<file path="config.mk">
export PLATFORM = sky130hd
export DESIGN_NAME = temporal_decoder
export DESIGN_NICKNAME = d
export VERILOG_FILES = /design/src/rtl/temporal_decoder.sv
export SDC_FILE = /design/constraint.sdc
export NUM_CORES = 1
export LEC_CHECK = 0
export CORE_ASPECT_RATIO = 2
export CORE_MARGIN = 2
export CORE_UTILIZATION = 38
export DETAILED_ROUTE_END_ITERATION = 10
export PLACE_DENSITY = 0.63
export SLEW_MARGIN = 10
export SYNTH_ARGS = -nofsm -noshare
export SYNTH_HDL_FRONTEND = slang
export SYNTH_SLANG_ARGS = --single-unit
</file>
<file path="constraint.sdc">
create_clock -name clk -period 2 [get_ports clk]
set_clock_uncertainty 0.05 [all_clocks]
set_input_delay 0.6 -clock clk [delete_from_list [all_inputs] [get_ports clk]]
set_output_delay 0.6 -clock clk [all_outputs]
set_load 0.05 [all_outputs]
</file>
<file path="src/rtl/temporal_decoder.sv">
// temporal_decoder
// Converts one temporal-coded wire into a binary arrival time measured in
// clock cycles from the start of a gamma cycle. The result is presented on a
// valid/ready output. A missing arrival decodes to INF (all ones) with
// timeout = 1.
//
// Optional build macro: TEMPORAL_DECODER_FALLING_EN
//   undefined : rising-edge encoding, edge_in high marks arrival
//   defined   : falling-edge encoding, edge_in idles high, low marks arrival
//
// Output handshake: dout_valid is held high with dout/timeout stable until a
// cycle where dout_valid & dout_ready are both high. That cycle transfers the
// result, and dout_valid drops on the next edge unless a new result loads on
// the same edge. dout_valid never depends combinationally on dout_ready.
//
// FSM state is exposed on the internal signal `state` for checker binding.

module temporal_decoder #(
  parameter int GAMMA_CYCLE_WIDTH = 16,
  parameter int PULSE_WIDTH       = 8
) (
  input  logic                         clk,
  input  logic                         rst_n,
  input  logic                         gamma_start,
  input  logic                         edge_in,
  output logic [GAMMA_CYCLE_WIDTH-1:0] dout,
  output logic                         dout_valid,
  input  logic                         dout_ready,
  output logic                         timeout,
  output logic                         overrun
);

  localparam int W = GAMMA_CYCLE_WIDTH;

  // Saturation value of the time counter; also the "no arrival" code.
  localparam logic [W-1:0] INF = '1;

  // Last blanked value of t. Only used when PULSE_WIDTH >= 2, because t = 0
  // is already spent in IDLE on the gamma_start cycle.
  localparam logic [W-1:0] BLANK_LAST = W'(PULSE_WIDTH - 1);

  // With PULSE_WIDTH of 0 or 1 the blanking window is at most the
  // gamma_start cycle itself, so the decoder goes straight to ARMED.
  localparam bit SKIP_BLANK = (PULSE_WIDTH <= 1);

  // Value of t loaded for the cycle after gamma_start.
  localparam logic [W-1:0] T_ONE = W'(1);

  typedef enum logic [1:0] {
    IDLE  = 2'd0,
    BLANK = 2'd1,
    ARMED = 2'd2
  } state_t;

  state_t       state;
  logic [W-1:0] cnt;       // elapsed time t of the current cycle (BLANK/ARMED)
  logic [W-1:0] cnt_inc;   // saturating increment of cnt
  logic         active;    // edge_in is at its arrival level

  logic         cap_fire;  // a result is produced in this cycle
  logic [W-1:0] cap_time;  // captured arrival time
  logic         cap_to;    // captured result is a timeout

`ifdef TEMPORAL_DECODER_FALLING_EN
  // Falling-edge encoding: the wire idles high and falls on arrival.
  assign active = ~edge_in;
`else
  // Rising-edge encoding: the wire idles low and rises on arrival.
  assign active = edge_in;
`endif

  // Counter never wraps; it parks at INF.
  assign cnt_inc = (cnt == INF) ? INF : cnt + T_ONE;

  // Decide whether this cycle produces a result and what that result is.
  always_comb begin
    cap_fire = 1'b0;
    cap_time = '0;
    cap_to   = 1'b0;
    unique case (state)
      IDLE: begin
        // Zero-length blanking: an arrival already present at t = 0 counts.
        if (gamma_start && (PULSE_WIDTH == 0) && active) begin
          cap_fire = 1'b1;
          cap_time = '0;
        end
      end
      BLANK: begin
        // A new gamma cycle ends the current one without an arrival.
        if (gamma_start) begin
          cap_fire = 1'b1;
          cap_time = INF;
          cap_to   = 1'b1;
        end
      end
      ARMED: begin
        if (gamma_start) begin
          cap_fire = 1'b1;
          cap_time = INF;
          cap_to   = 1'b1;
        end else if (active || (cnt == INF)) begin
          // An arrival at t = INF cannot be told apart from a timeout.
          cap_fire = 1'b1;
          cap_time = cnt;
          cap_to   = (cnt == INF);
        end
      end
      default: begin
        cap_fire = 1'b0;
      end
    endcase
  end

  // Gamma-cycle sequencer: tracks t and walks IDLE -> BLANK -> ARMED -> IDLE.
  // A gamma_start in BLANK or ARMED restarts timing at t = 0 in that same
  // cycle, so back-to-back gamma cycles need no idle gap. The restart cycle
  // itself reports the timeout of the old cycle and cannot also report an
  // arrival for the new one.
  always_ff @(posedge clk or negedge rst_n) begin
    if (!rst_n) begin
      state <= IDLE;
      cnt   <= '0;
    end else begin
      unique case (state)
        IDLE: begin
          if (gamma_start && !cap_fire) begin
            state <= SKIP_BLANK ? ARMED : BLANK;
            cnt   <= T_ONE;
          end
        end
        BLANK: begin
          if (gamma_start) begin
            state <= SKIP_BLANK ? ARMED : BLANK;
            cnt   <= T_ONE;
          end else begin
            if ((cnt == BLANK_LAST) || (cnt == INF)) begin
              state <= ARMED;
            end
            cnt <= cnt_inc;
          end
        end
        ARMED: begin
          if (gamma_start) begin
            state <= SKIP_BLANK ? ARMED : BLANK;
            cnt   <= T_ONE;
          end else if (cap_fire) begin
            state <= IDLE;
          end else begin
            cnt <= cnt_inc;
          end
        end
        default: begin
          state <= IDLE;
          cnt   <= '0;
        end
      endcase
    end
  end

  // Output register: load a new result when the slot is free or being
  // drained this cycle; otherwise drop it and flag overrun (sticky).
  always_ff @(posedge clk or negedge rst_n) begin
    if (!rst_n) begin
      dout       <= '0;
      dout_valid <= 1'b0;
      timeout    <= 1'b0;
      overrun    <= 1'b0;
    end else begin
      if (cap_fire) begin
        if (!dout_valid || dout_ready) begin
          dout       <= cap_time;
          timeout    <= cap_to;
          dout_valid <= 1'b1;
        end else begin
          overrun <= 1'b1;
        end
      end else if (dout_valid && dout_ready) begin
        dout_valid <= 1'b0;
      end
    end
  end

endmodule

</file>
==> impl_metrics.py, run 1 <==
metrics = {
    "timing": {
        "final_max_slew_viol_count": 0,
        "fin_hold_ws_ps": 181.0,
        "tightest_slew_ps": 458.0,
        "tns_ps": 0,
        "slew_headroom_pct": 69.36,
        "rsz0062_at_grt": "yes",
        "period_share_pct": 95.55,
        "fin_crit_ps": 1911,
        "fin_ws_ps": 89.01,
        "setup_violations": 0,
        "max_freq_ghz": 0.5233,
        "finalHoldViolCount": 0,
    },
    "setup_path": {
        "critPathLaunchType": "flop",
        "cp_max_fo": 10,
        "cp.buffers_inverters": 1,
        "arrival_ps": 2080,
        "critPathMaxStageDelay_ps": 540,
        "cp_slowest_cell": "or4_4",
        "path_cells": "ha_4 > nand3_2 > or4_4 > buf_6 > a31o_2 > a21oi_1",
        "end_kind": "flop",
        "worstPathRequired_ps": 2170,
        "cp_top_family": "simple AND/OR/NAND/NOR gates",
        "timing_worst_setup_path_type": "flop to flop",
    },
    "status": {
        "status": "finished clean",
    },
    "clocking": {
        "clockRootBuffer": "clkbuf_8",
        "clock_path_buffers": 2,
        "cts_sinks": 37,
        "htree_levels": 2,
        "clkLatencyLatePin_ps": 300,
        "cts_tree": "done",
        "postCtsHoldBufs": 0,
        "cts_buffers": 5,
        "clk_pin_slew_ps": 80,
    },
    "detailed_routing": {
        "via_per_inst": 6.032,
        "first_pass_iters": 4,
        "ant_nets": 0,
        "wl_per_cell_um": 18.02,
        "vias": 1894,
        "drtIter0Drc": 52,
        "drcViolationCount": 0,
        "routed_wl_um": 5659,
    },
    "global_routing": {
        "track_usage_pct": 21.59,
        "grt_pass1_vias": 1895,
        "grt_max_degree": 25,
        "grt_first_pass_wirelength_um": 8997,
        "antenna_found_initial": 0,
        "grt_overflow": 0,
    },
    "layout": {
        "syn2layout_area_growth_pct": 40.04,
        "nNetsFinal": 266,
        "seq_area_sq_um": 925.9,
        "antenna_cells": 0,
        "multi_input_area_sq_um": 999.7,
        "drive_gt1_share_pct": 37.35,
        "fillers": 450,
    },
    "floorplanning": {
        "num_rows": 36,
        "dieWidth_um": 54.29,
        "initial_core_util_pct": 39.51,
        "die_y_um": 104.6,
        "die-area_sq_um": 5677,
        "ios": 24,
        "core_sq_um": 4865,
    },
    "synth": {
        "synthArstFlopShare_pct": 100.0,
        "yosysSeqAreaShare_pct": 48.18,
        "yosys.area.top_type_share_pct": 48.18,
        "synth_edf_count": 0,
        "synth-main-ff-cell": "dfrtp_1",
        "netlist_top_cells_count": "dfrtp_1, a21oi_1, o22a_1",
        "ys_warn_count": 0,
        "synth.most_common_cell": "dfrtp_1",
        "ys_ff_latch": 37,
        "synth.distinct_cells": 39,
        "synth_area_leader_cell": "dfrtp_1",
        "syn_area_sq_um": 1922,
        "syn_inst": 193,
        "synth.area.top_cells": "dfrtp_1, o22a_1, a21oi_1",
        "avgSynthCellArea_sq_um": 9.958,
        "syn-num-nets": 203,
    },
    "hold_path": {
        "hp-class": "primary input to async pin",
    },
    "pwr": {
        "vdd_drop_max_mv": 1.232,
        "p_total_mw": 4.228,
        "p_per_area_nw_per_um2": 1571,
        "swShare_pct": 46.52,
        "leakage_nw": 1.159,
        "clock_power_share_pct": 12.9,
        "internal_power_mw": 2.261,
        "pwr-share-seq_pct": 26.7,
        "power.switching_mw": 1.967,
        "combinationalPowerShare_pct": 60.4,
    },
    "placement": {
        "hpwl_um": 4071,
        "gp_congestion": 0.9498,
        "post-place-ws_ps": -173.4,
        "port_buffers": 23,
    },
    "run": {
        "drv_cap": 0,
    },
}
[cell type report]
cell class | count | share of cell area, %
repair buffers | 68 | 21.48
clock buffers | 5 | 2.557
flip-flops and latches | 37 | 34.40
well taps | 57 | 2.650
inverters | 7 | 0.9763
clock inverters | 3 | 0.7903
multi-input cells | 137 | 37.15
[cell families (layout without fill, tap and decap cells)]
family | Yosys count | in the layout | share of synthesized area [%]
adders and majority gates | 5 | 5 | 3.255
AOI/OAI and AO/OA | 83 | 83 | 29.88
buffers and inverters | 19 | 83 | 4.297
muxes | 1 | 1 | 0.5209
DFF | 37 | 37 | 48.18
and+or+nand+nor | 48 | 48 | 13.87
[cell usage in the layout, fill, tap and decap left out, drive strengths merged, types with 2 or more instances in the layout]
master	Yosys	final
a21o	2	2
a21oi	25	25
a31o	4	4
a31oi	4	4
a41o	3	3
a41oi	4	4
and3	2	2
buf	7	63
clkbuf	5	7
clkdlybuf4s50	0	3
dfrtp	37	37
ha	5	5
inv	7	8
nand2	12	12
nand3	5	5
nand4	5	5
nor2	8	8
nor2b	3	3
nor3	5	5
nor4	3	3
o21ai	14	14
o22a	17	17
o31ai	3	3
or4	2	2
[final timing paths]
| path | slack [ps] | startpoint | depth (start not counted) | endpoint |
|---|---|---|---|---|
| worst max-delay path | 90 | cnt[0] | 6 | cnt[8] |
| min in group clk | 440 | overrun | 1 | overrun |
| worst min register to register | 440 | overrun | 1 | overrun |
| worst max register to register | 90 | cnt[0] | 6 | cnt[8] |
| worst min-delay path | 180 | rst_n | 1 | dout[4] |
| max in group asynchronous | 1220 | rst_n | 2 | cnt[11] |
[metrics by stage]
stage	cells	cell area, sq um	utilization, %
finish	314	2691	55.32
global route	314	2691	55.32
detailed placement	301	2442	50.21
CTS	309	2539	52.19
global placement	301	2442	50.21
floorplan	193	1938	-
[layer usage]
layer  wire, um  global-route usage [%]
met4        386                   12.86
met2       2965                   36.06
met3        214                   3.143
met5          0                       0
met1       2092                   24.32
[power by group through the flow]
stage	Sequential, mW	Clock [mW]	Combinational [mW]
6_report	1.13	0.546	2.55
5_1_grt	1.16	0.590	2.71
4_1_cts	1.12	0.556	2.24
3_5_place_dp	1.13	0	2.23
3_3_place_gp	1.12	0	2.22
2_1_floorplan	1.78	0	0.804
[worst reg2reg max path, cell delays in order, from the launching register on]
cell	delay, ps
dfrtp_1	420
ha_4	190
nand3_2	100
or4_4	540
buf_6	160
a31o_2	240
a21oi_1	150
[registers in the layout, indices dropped and copies added, names as in the netlist]
signal,count
cnt,16
dout,16
state,2
dout_valid,1
overrun,1
timeout,1
[what timing repair did]
action,4_1_cts,5_1_grt
setup endpoints to repair,25,35
cloned,0,2
pin swaps,0,6
buffers inserted,0,3
gates resized for setup,2,19
Power figures use the tool's default switching activity.
==> inputs of run 2 (changes only) <==
Settings changed: ABC_AREA set to 0, CORE_UTILIZATION 38 to 49, PLACE_DENSITY 0.63 to 0.78.
==> run 2 against run 1 <==
Die area decreased by 21%. Maximum frequency decreased by 2.1%. Power decreased by 2.9%. Flip-flop and latch count is the same. Register-to-register slack worse by 40 ps. Sequential share of layout area down 0.080 points. Count of clock-buffer cells in the layout is 1 higher. Sequential power about the same. Largest power group unchanged.
==> impl_metrics.py, run 2 (synthesis gave the netlist of run 1 again) <==
metrics = {
    "clocking": {
        "htree_levels": 2,
        "cts_sinks": 37,
        "clk_pin_slew_ps": 80,
        "clkLatencyLatePin_ps": 290,
        "cts_tree": "done",
        "clockRootBuffer": "clkbuf_8",
        "cts_buffers": 5,
        "clock_path_buffers": 2,
    },
    "layout": {
        "fin_area_sq_um": 2698,
        "mostFrequentLayoutCells": "buf_4, dfrtp_1, a21oi_1, o22a_1, nand2_1",
        "antenna_cells": 0,
        "final_common_cell": "buf_4",
        "fillers": 284,
        "multi_input_area_sq_um": 970.9,
        "seq_area_sq_um": 925.9,
        "reg_top3": "cnt x16, dout x16, state x2",
        "nNetsFinal": 267,
        "drive_gt1_share_pct": 35.27,
        "syn2layout_area_growth_pct": 40.36,
    },
    "setup_path": {
        "timing_worst_setup_path_type": "flop to flop",
        "cp_slowest_cell": "dfrtp_1",
        "end_kind": "flop",
        "critPathLaunchType": "flop",
        "cp.buffers_inverters": 3,
        "crit_path_frequent_cell": "buf_12",
        "critPathMaxStageDelay_ps": 370,
        "cp_top_family": "buffers and inverters",
        "worstPathRequired_ps": 2120,
        "cp_max_fo": 12,
        "arrival_ps": 2080,
        "path_cells": "ha_2 > nand3_2 > buf_4 > nor4_4 > buf_12 > a31oi_4 > buf_12 > a41oi_1 > a21oi_1",
    },
    "global_routing": {
        "grt_pass1_vias": 1870,
        "antenna_found_initial": 0,
        "grt_first_pass_wirelength_um": 8921,
        "grt_max_degree": 25,
        "grt_overflow": 0,
        "track_usage_pct": 27.92,
    },
    "detailed_routing": {
        "routed_wl_um": 5715,
        "first_pass_iters": 6,
        "wl_per_cell_um": 18.50,
        "vias": 1938,
        "drcViolationCount": 0,
        "drtIter0Drc": 88,
        "ant_nets": 0,
        "via_per_inst": 6.272,
    },
    "timing": {
        "slew_headroom_pct": 71.31,
        "period_share_pct": 97.55,
        "max_freq_ghz": 0.5125,
        "setup_violations": 0,
        "finalHoldViolCount": 0,
        "final_max_slew_viol_count": 0,
        "fin_hold_ws_ps": 186.1,
        "rsz0062_at_grt": "yes",
        "tightest_slew_ps": 430.4,
        "tns_ps": 0,
        "fin_crit_ps": 1951,
    },
    "placement": {
        "port_buffers": 23,
        "hpwl_um": 3941,
        "gp_congestion": 0.8597,
        "placed_area_sq_um": 2470,
    },
    "floorplanning": {
        "dieWidth_um": 48.29,
        "die_y_um": 92.57,
        "initial_core_util_pct": 50.53,
        "die-area_sq_um": 4470,
        "num_rows": 32,
        "core_sq_um": 3804,
        "ios": 24,
    },
    "pwr": {
        "vdd_drop_max_mv": 1.316,
        "p_per_area_nw_per_um2": 1522,
        "leakage_nw": 1.173,
    },
    "hold_path": {
        "hp-class": "primary input to async pin",
    },
    "run": {
        "drv_cap": 0,
    },
    "status": {
        "status": "finished clean",
    },
}
[run 2: cell types whose count changed in the layout (fill, tap and decap cells not counted), moves of 2 or more]
cell	before	now
o21ai_1	1	4
buf_12	1	5
buf_6	4	0
o21ai_0	11	9
[run 2: power by group]
group | internal (mW) | total (mW) | switching [mW]
registers | 0.977 | 1.12 | 0.147
logic | 0.962 | 2.46 | 1.50
clock network | 0.245 | 0.517 | 0.272
total | 2.18 | 4.10 | 1.92
[run 2: stage by stage]
stage	cells	power (mW)	setup slack (ps)	util [%]
floorplan	193	2.588	-6.686	-
global placement	293	3.328	-195.1	64.93
detailed placement	293	3.376	-255.7	64.93
CTS	301	3.890	36.00	67.24
global route	309	4.316	-36.08	70.92
finish	309	4.105	48.93	70.92
[run 2: worst paths after layout]
kind,start,to,slack (ps),cells after the start
setup / recovery,cnt[0],cnt[10],50,9
max in group asynchronous,rst_n,cnt[9],1260,2
min in group clk,dout[11],dout[11],440,1
setup reg to reg,cnt[0],cnt[10],50,9
hold / removal,rst_n,dout[14],190,1
hold reg to reg,dout[11],dout[11],440,1
[run 2: layer usage]
| layer | vias up | track usage [%] | share of wire [%] |
|---|---|---|---|
| li1 | 873 | - | - |
| met1 | 930 | 32.91 | 35 |
| met2 | 105 | 45.94 | 55 |
| met3 | 30 | 4.678 | 5.5 |
| met4 | 0 | 13.06 | 4.8 |
| met5 | - | 0 | 0 |
[run 2: repair_timing]
| action | 4_1_cts | 5_1_grt |
|---|---|---|
| setup buffers | 0 | 6 |
| gates resized for setup | 0 | 14 |
| setup endpoints to repair | 0 | 32 |
| hold buffers | 0 | 0 |
[run 2: layout make-up]
class	instances	area share, %
multi-input combinational	137	35.99
clock inverter	2	0.5566
inverter	7	0.9740
timing repair buffer	69	23.10
clock buffer	6	2.690
tap	51	2.365
sequential	37	34.32
